`src/rtl/axi4_s2mm_burst_sequencer_pkg.sv`:
```
// Shared definitions for the stream-to-memory control path: sequencer state
// encoding and burst sizing helpers also used by the writer-side blocks.
package axi4_s2mm_burst_sequencer_pkg;

   typedef enum logic [2:0] {
      ST_IDLE      = 3'd0,
      ST_ISSUE     = 3'd1,
      ST_ACCEPT    = 3'd2,
      ST_WAIT_IDLE = 3'd3,
      ST_ABORT     = 3'd4
   } state_t;

   // Ceiling log2; clogb2(1) = 0.
   function automatic int clogb2(input longint unsigned value);
      int result;
      result = 0;
      while ((64'd1 << result) < value) begin
         result = result + 1;
      end
      return result;
   endfunction

   function automatic int burst_bytes(input int burst_len, input int data_width);
      return burst_len * data_width / 8;
   endfunction

endpackage

```
`src/rtl/axi4_s2mm_burst_sequencer.sv`:
```
// Splits one software command into consecutive single-burst jobs for the
// stream-to-memory writer and owns the writer's abort handshake.
module axi4_s2mm_burst_sequencer
   import axi4_s2mm_burst_sequencer_pkg::*;
#(
   parameter int C_AXI_DATA_WIDTH   = 32,
   parameter int C_M_AXI_BURST_LEN  = 256,
   parameter int C_M_AXI_ADDR_WIDTH = 32,
   parameter int C_COUNT_WIDTH      = 16
) (
   input  logic                          ACLK,
   input  logic                          ARESETN,
   input  logic [C_M_AXI_ADDR_WIDTH-1:0] cmd_address,
   input  logic [C_COUNT_WIDTH-1:0]      cmd_burst_count,
   input  logic                          cmd_start,
   input  logic                          cmd_abort,
   output logic                          busy,
   output logic                          done,
   output logic                          aborted,
   output logic                          cmd_error,
   output logic [C_COUNT_WIDTH-1:0]      bursts_completed,
   output logic [C_M_AXI_ADDR_WIDTH-1:0] write_address,
   output logic                          write_start,
   input  logic                          output_idle,
   output logic                          sw_reset,
   input  logic                          sw_reset_ok
);

   localparam int BURST_BYTES = burst_bytes(C_M_AXI_BURST_LEN, C_AXI_DATA_WIDTH);
   localparam int OFFSET_BITS = clogb2(longint'(BURST_BYTES));
   localparam logic [C_M_AXI_ADDR_WIDTH-1:0] OFFSET_MASK =
      C_M_AXI_ADDR_WIDTH'((64'd1 << OFFSET_BITS) - 64'd1);
   localparam logic [C_M_AXI_ADDR_WIDTH-1:0] ADDR_STEP = C_M_AXI_ADDR_WIDTH'(BURST_BYTES);

   state_t                          state_reg;
   state_t                          state_next;
   logic [C_M_AXI_ADDR_WIDTH-1:0]   addr_reg;
   logic [C_COUNT_WIDTH-1:0]        count_reg;
   logic [C_COUNT_WIDTH-1:0]        bursts_reg;
   logic [C_M_AXI_ADDR_WIDTH-1:0]   write_address_reg;
   logic                            write_start_reg;
   logic                            done_reg;
   logic                            aborted_reg;
   logic                            cmd_error_reg;

   logic                            start_misaligned;
   logic                            start_empty;
   logic                            burst_last;

   assign start_misaligned = |(cmd_address & OFFSET_MASK);
   assign start_empty      = (cmd_burst_count == '0);
   assign burst_last       = (C_COUNT_WIDTH'(bursts_reg + 1'b1) == count_reg);

   always_ff @(posedge ACLK) begin
      if (!ARESETN) begin
         state_reg <= ST_IDLE;
      end else begin
         state_reg <= state_next;
      end
   end

   always_comb begin
      state_next = state_reg;
      case (state_reg)
         ST_IDLE: begin
            if (cmd_start && !start_misaligned && !start_empty) begin
               state_next = ST_ISSUE;
            end
         end
         ST_ISSUE: begin
            if (cmd_abort) begin
               state_next = ST_ABORT;
            end else if (output_idle) begin
               state_next = ST_ACCEPT;
            end
         end
         // The write_start cycle is skipped: the writer still reports idle there.
         ST_ACCEPT: begin
            if (cmd_abort) begin
               state_next = ST_ABORT;
            end else if (!write_start_reg && !output_idle) begin
               state_next = ST_WAIT_IDLE;
            end
         end
         ST_WAIT_IDLE: begin
            if (cmd_abort) begin
               state_next = ST_ABORT;
            end else if (output_idle) begin
               state_next = burst_last ? ST_IDLE : ST_ISSUE;
            end
         end
         ST_ABORT: begin
            if (sw_reset_ok) begin
               state_next = ST_IDLE;
            end
         end
         default: state_next = ST_IDLE;
      endcase
   end

   always_comb begin
      busy             = (state_reg != ST_IDLE);
      sw_reset         = (state_reg == ST_ABORT);
      done             = done_reg;
      aborted          = aborted_reg;
      cmd_error        = cmd_error_reg;
      bursts_completed = bursts_reg;
      write_address    = write_address_reg;
      write_start      = write_start_reg;
   end

   always_ff @(posedge ACLK) begin
      if (!ARESETN) begin
         addr_reg          <= '0;
         count_reg         <= '0;
         bursts_reg        <= '0;
         write_address_reg <= '0;
         write_start_reg   <= 1'b0;
         done_reg          <= 1'b0;
         aborted_reg       <= 1'b0;
         cmd_error_reg     <= 1'b0;
      end else begin
         write_start_reg <= 1'b0;
         done_reg        <= 1'b0;
         aborted_reg     <= 1'b0;
         cmd_error_reg   <= 1'b0;
         case (state_reg)
            ST_IDLE: begin
               if (cmd_start) begin
                  if (start_misaligned) begin
                     cmd_error_reg <= 1'b1;
                  end else if (start_empty) begin
                     done_reg <= 1'b1;
                  end else begin
                     addr_reg   <= cmd_address;
                     count_reg  <= cmd_burst_count;
                     bursts_reg <= '0;
                  end
               end
            end
            ST_ISSUE: begin
               if (!cmd_abort && output_idle) begin
                  write_start_reg   <= 1'b1;
                  write_address_reg <= addr_reg;
               end
            end
            // An abort in the completion cycle wins; that burst is not counted.
            ST_WAIT_IDLE: begin
               if (!cmd_abort && output_idle) begin
                  bursts_reg <= C_COUNT_WIDTH'(bursts_reg + 1'b1);
                  addr_reg   <= addr_reg + ADDR_STEP;
                  done_reg   <= burst_last;
               end
            end
            ST_ABORT: begin
               aborted_reg <= sw_reset_ok;
            end
            default: ;
         endcase
      end
   end

endmodule

```
`config.mk`:
```
export PLATFORM = sky130hd
export DESIGN_NAME = axi4_s2mm_burst_sequencer
export DESIGN_NICKNAME = d
export VERILOG_FILES = /design/src/rtl/axi4_s2mm_burst_sequencer_pkg.sv /design/src/rtl/axi4_s2mm_burst_sequencer.sv
export SDC_FILE = /design/constraint.sdc
export NUM_CORES = 1
export LEC_CHECK = 0
export CORE_MARGIN = 2
export CORE_UTILIZATION = 65
export CTS_CLUSTER_SIZE = 28
export DETAILED_ROUTE_END_ITERATION = 8
export DONT_BUFFER_PORTS = 1
export PLACE_DENSITY = 0.87
export SYNTH_ARGS = -nofsm -noshare
export SYNTH_HDL_FRONTEND = slang
export SYNTH_SLANG_ARGS = --single-unit
```
`constraint.sdc`:
```
create_clock -name ACLK -period 3.7 [get_ports ACLK]
set_input_delay 0.37 -clock ACLK [delete_from_list [all_inputs] [get_ports ACLK]]
set_output_delay 0.37 -clock ACLK [all_outputs]
set_load 0.01 [all_outputs]
```
==> results of run 1 <==
cells by family after synthesis:
kind of cell,share of synthesized area
simple gates,0.302
compound gates,0.194
flops,0.412
buf+inv,0.0480
xor+xnor,0.0350
mux,0.00400
fa+ha+maj,0.00500
worst paths after layout:
check	slack, ps	depth (start not counted)	start	to
worst max-delay path	1010	8	bursts_completed[0]$_SDFFE_PN0P_	done$_SDFF_PN0_
worst min-delay path	110	2	cmd_start	cmd_error$_SDFF_PN0_
worst max register to register	1010	8	bursts_completed[0]$_SDFFE_PN0P_	done$_SDFF_PN0_
worst min register to register	450	2	addr_reg[6]$_SDFFE_PN0P_	write_address[6]$_SDFFE_PN0P_
worst reg2reg max path: stages, from the launching register on:
cell,delay [ps]
dfxtp_1,560
ha_1,360
nand3_2,240
nor4_2,480
xnor2_1,120
a221oi_1,210
nand2_1,110
nor4_2,330
a32o_1,220
per-layer routing:
metal	routed length [um]	vias up
li1	-	2218
met1	4960	2153
met2	5900	190
met3	1080	28
met4	258	0
met5	0	-
power breakdown:
| part | internal [mW] | switching [mW] |
|---|---|---|
| combinational | 0.00869 | 0.0214 |
| sequential | 1.11 | 0.000768 |
| clock | 0.267 | 0.396 |
Yosys cell counts (7+ instances only):
master    count  share of area
nor2_1       54          0.041
nor3_1       18          0.018
o21ai_0      26          0.026
inv_1        10         0.0075
xnor2_1      14          0.025
clkbuf_1     32          0.024
nand2_1     136           0.10
nor4_1        8          0.010
dfxtp_1     103           0.41
and3_1       19          0.024
a22oi_1       7          0.011
nand4_1       7         0.0088
a21oi_1      85          0.085
nand3_1      18          0.018
final cells by class:
| cell class | count | share of cell area |
|---|---|---|
| clock inverter | 6 | 0.00872 |
| inverter | 10 | 0.00727 |
| tap | 99 | 0.0240 |
| sequential | 103 | 0.399 |
| clock buffer | 10 | 0.0267 |
| multi-input combinational | 492 | 0.525 |
| timing repair buffer | 6 | 0.00872 |
stage by stage:
| stage | total power [mW] | area [um2] | std cells |
|---|---|---|---|
| after floorplan | 1.16 | 5000 | 650 |
| after global placement | 1.16 | 4980 | 710 |
| after detailed placement | 1.16 | 4980 | 710 |
| after CTS | 1.81 | 5160 | 726 |
| after global routing | 1.86 | 5160 | 726 |
| final | 1.80 | 5160 | 726 |
==> results.py, run 1 <==
metrics = {
    "run_status": {
        "status": "finished, final reports clean",
    },
    "finish": {
        "area_growth_pct": 3.20,
        "layout_common_cells": "nand2_1 (136), dfxtp_1 (103), a21oi_1 (85)",
        "mostFrequentLayoutCell": "nand2_1",
        "diodes": 0,
        "drive_gt1_frac": 0.0686,
        "final_core_util": 0.701,
        "multiInputGateArea_mm2": 0.00271,
        "fillers": 638,
        "final_nets": 678,
        "ff_latch_area_mm2": 0.00206,
    },
    "routing": {
        "vias_per_cell": 6.32,
        "detail_route.first_pass.iterations": 5,
        "antenna_left": 0,
        "wl_mm": 12.2,
        "drt_iter0_markers": 348,
        "via_count": 4589,
        "wl_per_cell_um": 16.8,
        "drc": 0,
    },
    "pwr": {
        "p_leak_nw": 1.71,
        "irDropWorstVdd_v": 0.000165,
        "power.density_mw_per_mm2": 349,
    },
    "grt": {
        "gr-usage-met1": 0.363,
        "grt_pass1_vias": 4265,
        "grtUsageTotal": 0.289,
        "grt.overflow.total": 0,
        "antenna_found_initial": 0,
        "gr-usage-met2": 0.475,
        "grtUsageMet3": 0.0830,
        "grt_max_degree": 61,
        "grt_pass1_wl_mm": 20.0,
        "gr-max-usage-layer": "met2",
    },
    "sta": {
        "finalHoldViolations": 0,
        "fin_crit_sh": 0.726,
        "setup-violations-final": 0,
        "relSlewSlack": 0.212,
        "fin_crit_ps": 2690,
        "fin_ws_ps": 1010,
        "finClkSkew_ps": 12.8,
        "rsz0062_at_grt": "no",
        "fin_setup_tns_ps": 0,
        "max_freq_mhz": 372,
        "drv_slew": 0,
        "worst_slew_pin_slew_ps": 1180,
        "hold_ws_ps": 112,
    },
    "clocking": {
        "tritoncts": "built",
        "root_buffer": "clkbuf_8",
        "cts_max_level": 3,
        "cts_setup_buffers": 0,
        "clk_latency_ps": 370,
        "cts_hold_buf": 0,
        "cts_buffer_depth": 2,
        "clkSinkCount": 103,
        "clkTransAtPathRegs_ps": 100,
        "cts_resized": 0,
        "cts-buffers-inserted": 9,
    },
    "yosys": {
        "async_reset_ff_frac": 0,
        "synth_edf_count": 0,
        "synth_cells": 650,
        "ys.flop_type": "dfxtp_1",
        "syn_avg_cell_area_um2": 7.70,
        "ys_warn_count": 0,
        "syn-num-nets": 706,
        "ys_ff_latch": 103,
        "synthesis.area_mm2": 0.00500,
        "ys_seq_area_frac": 0.412,
        "yosysUniqueCellTypes": 60,
    },
    "worst_setup_path": {
        "max_stage_delay_ps": 560,
        "critPathCaptureType": "flip-flop",
        "critPathTopFamily": "simple AND/OR/NAND/NOR gates",
        "cp_cell_sequence": "ha_1 > nand3_2 > nor4_2 > xnor2_1 > a221oi_1 > nand2_1 > nor4_2 > a32o_1",
        "cp_slowest_cell": "dfxtp_1",
        "crit_type": "reg -> reg",
        "crit_fanout": 9,
        "start_kind": "flip-flop",
        "path_buf_inv": 0,
        "arrival_ps": 3000,
        "worst_path_most_repeated_cell": "nor4_2",
        "required_ps": 4020,
    },
    "job": {
        "maxCapViolCount": 0,
    },
    "hold_path": {
        "hold_class": "in -> reg",
    },
    "floorplanning": {
        "start_util": 0.679,
        "core_area_mm2": 0.00737,
        "io_pins": 108,
        "die_x_um": 91.7,
        "die_height_um": 91.7,
        "placementRows": 31,
        "die_area_mm2": 0.00842,
    },
    "placement": {
        "hpwl_mm": 8.48,
        "post-place-ws_ps": 1000,
        "port_buffers": 0,
        "gp_congestion": 0.958,
    },
}
(Power assumes the default switching activity.)
==> inputs of run 2 (changes only) <==
--- a/config.mk
+++ b/config.mk
@@ -6,11 +6,11 @@
 export NUM_CORES = 1
 export LEC_CHECK = 0
 export CORE_MARGIN = 2
-export CORE_UTILIZATION = 65
+export CORE_UTILIZATION = 63
 export CTS_CLUSTER_SIZE = 28
 export DETAILED_ROUTE_END_ITERATION = 8
 export DONT_BUFFER_PORTS = 1
-export PLACE_DENSITY = 0.87
+export PLACE_DENSITY = 0.85
 export SYNTH_ARGS = -nofsm -noshare
 export SYNTH_HDL_FRONTEND = slang
 export SYNTH_SLANG_ARGS = --single-unit
==> constraint.sdc (replaced) <==
create_clock -name ACLK -period 2.5 [get_ports ACLK]
set_input_delay 0.25 -clock ACLK [delete_from_list [all_inputs] [get_ports ACLK]]
set_output_delay 0.25 -clock ACLK [all_outputs]
set_load 0.01 [all_outputs]
==> run 2 against run 1 <==
Effect of this change: first-iteration DRC count increased by 11%; clock skew decreased by 1.6 ps; critical path type unchanged; cell count increased by 3.7%; sequential cell count unchanged; die area increased by 3.0%; register-to-register slack got worse by 820 ps; global-route usage decreased by 0.14 points; critical path depth decreased by 1; maximum frequency increased by 16%; combinational power increased by 74%.
==> results.py, run 2 (same netlist as run 1, synthesis figures left out) <==
metrics = {
    "run_status": {
        "status": "finished, final reports clean",
    },
    "worst_setup_path": {
        "crit_fanout": 9,
        "cp-endpoint": "done$_SDFF_PN0_",
        "cp_slowest_cell": "or4_1",
        "cp_cell_sequence": "ha_1 > nand3_4 > or4_1 > a31oi_1 > nand3_1 > nor4_2 > a32o_1",
        "critPathCaptureType": "flip-flop",
        "r2r_slack_ps": 190,
        "required_ps": 2820,
        "reg2regPathDepth": 7,
        "r2r-end": "done$_SDFF_PN0_",
        "start_kind": "flip-flop",
        "arrival_ps": 2630,
        "max_stage_delay_ps": 590,
        "crit_type": "reg -> reg",
        "r2r-start": "bursts_completed[0]$_SDFFE_PN0P_",
        "cp-startpoint": "bursts_completed[0]$_SDFFE_PN0P_",
    },
    "pwr": {
        "swShare": 0.223,
        "combPwrFrac": 0.019,
        "pwr-share-seq": 0.602,
        "clkPwrFrac": 0.379,
        "fin_total_pwr_mw": 2.73,
        "power_switching_mw": 0.609,
        "irDropWorstVdd_v": 0.000281,
        "intPower_mw": 2.12,
        "p_leak_nw": 1.85,
        "power.density_mw_per_mm2": 504,
    },
    "sta": {
        "fin_setup_tns_ps": 0,
        "max_freq_mhz": 433,
        "setup-violations-final": 0,
        "finalHoldViolations": 0,
        "relSlewSlack": 0.552,
        "fin_crit_ps": 2310,
        "fin_crit_sh": 0.923,
        "hold_ws_ps": 9.60,
        "finClkSkew_ps": 11.2,
        "drv_slew": 0,
        "worst_slew_pin_slew_ps": 672,
        "rsz0062_at_grt": "no",
    },
    "floorplanning": {
        "io_pins": 108,
        "placementRows": 32,
        "start_util": 0.648,
        "die_x_um": 93.1,
        "core_area_mm2": 0.00773,
        "die_area_mm2": 0.00867,
        "die_height_um": 93.1,
    },
    "finish": {
        "final_nets": 703,
        "final_core_util": 0.701,
        "diodes": 0,
        "area_growth_pct": 8.20,
        "mostFrequentLayoutCell": "nand2_1",
        "fillers": 638,
        "fin_cells": 753,
        "layout_common_cells": "nand2_1 (136), dfxtp_1 (100), a21oi_1 (85)",
        "drive_gt1_frac": 0.0998,
        "ff_latch_area_mm2": 0.00207,
        "multiInputGateArea_mm2": 0.00273,
    },
    "job": {
        "maxCapViolCount": 0,
    },
    "clocking": {
        "tritoncts": "built",
        "clkTransAtPathRegs_ps": 100,
        "clk_latency_ps": 370,
        "clkSinkCount": 103,
        "root_buffer": "clkbuf_8",
        "cts-buffers-inserted": 9,
        "cts_max_level": 3,
        "cts_buffer_depth": 2,
    },
    "grt": {
        "grt_pass1_vias": 4204,
        "grt_max_degree": 51,
        "grt_pass1_wl_mm": 20.1,
        "grtUsageTotal": 0.288,
        "grt.overflow.total": 0,
        "antenna_found_initial": 0,
    },
    "routing": {
        "antenna_left": 0,
        "drc": 0,
        "drt_iter0_markers": 386,
        "detail_route.first_pass.iterations": 5,
        "vias_per_cell": 6.09,
        "wl_per_cell_um": 16.4,
        "wl_mm": 12.3,
        "via_count": 4586,
    },
    "placement": {
        "hpwl_mm": 8.63,
        "gp_congestion": 0.898,
        "place_inst": 734,
        "port_buffers": 0,
    },
    "hold_path": {
        "hold_class": "in -> reg",
    },
}
==> run 2: cell count changes in the layout (fill, tap and decap cells not counted), moves of 2 or more <==
cell           delta
buf_4            +19
buf_12            +2
dfxtp_1           -3
dfxtp_2           +3
dlygate4sd3_1     +4
==> run 2: routing by layer <==
layer	wire [um]	vias to the layer above	GRT usage
li1	-	2266	-
met1	5250	2110	0.376
met2	5660	192	0.457
met3	1180	18	0.0709
met4	237	0	0.120
met5	0	-	0
==> run 2: critical path: cells and delay by family, from the launching register on <==
kind                       cells  cell delay [ps]
DFF                            1              350
AOI/OAI and AO/OA              2              430
and+or+nand+nor                4             1160
adders and majority gates      1              330
==> run 2: repair_timing <==
item | in CTS | in global routing
setup buffers | 0 | 0
endpoints found under the setup margin | 0 | 2
resized for setup | 0 | 5
endpoints found under the hold margin | 3 | 0
hold buffers | 4 | 0
==> run 2: through the flow <==
| stage | setup WS [ps] | instance area [um2] |
|---|---|---|
| finish | 192 | 5410 |
| global route | 18.7 | 5410 |
| CTS | 103 | 5390 |
| detailed placement | 110 | 5170 |
| global placement | 211 | 5170 |
| floorplan | 272 | 5000 |
==> run 2: power groups by stage <==
| stage | Sequential (mW) | Combinational [mW] | Clock (mW) |
|---|---|---|---|
| 2_1_floorplan | 1.68 | 0.0398 | 0 |
| 3_5_place_dp | 1.68 | 0.0466 | 0 |
| 5_1_grt | 1.64 | 0.0584 | 1.11 |
| 4_1_cts | 1.64 | 0.0515 | 1.04 |
| 6_report | 1.64 | 0.0523 | 1.03 |
| 3_3_place_gp | 1.68 | 0.0453 | 0 |
==> run 2: how the worst min path moves through the flow <==
stage / start / endpoint / cells after the start
2_1_floorplan: cmd_start / cmd_error$_SDFF_PN0_ / 2
3_3_place_gp: cmd_start / cmd_error$_SDFF_PN0_ / 2
3_5_place_dp: cmd_start / cmd_error$_SDFF_PN0_ / 2
4_1_cts: cmd_burst_count[12] / count_reg[12]$_SDFFE_PN0P_ / 2
5_1_grt: ARESETN / addr_reg[31]$_SDFFE_PN0P_ / 1
6_report: cmd_burst_count[12] / count_reg[12]$_SDFFE_PN0P_ / 2
==> run 2: final cells by class <==
class                      count  share of cell area
tap                          102              0.0236
multi-input combinational    492               0.504
clock buffer                  10              0.0236
inverter                      10             0.00693
timing repair buffer          31              0.0495
clock inverter                 5              0.0109
sequential                   103               0.382
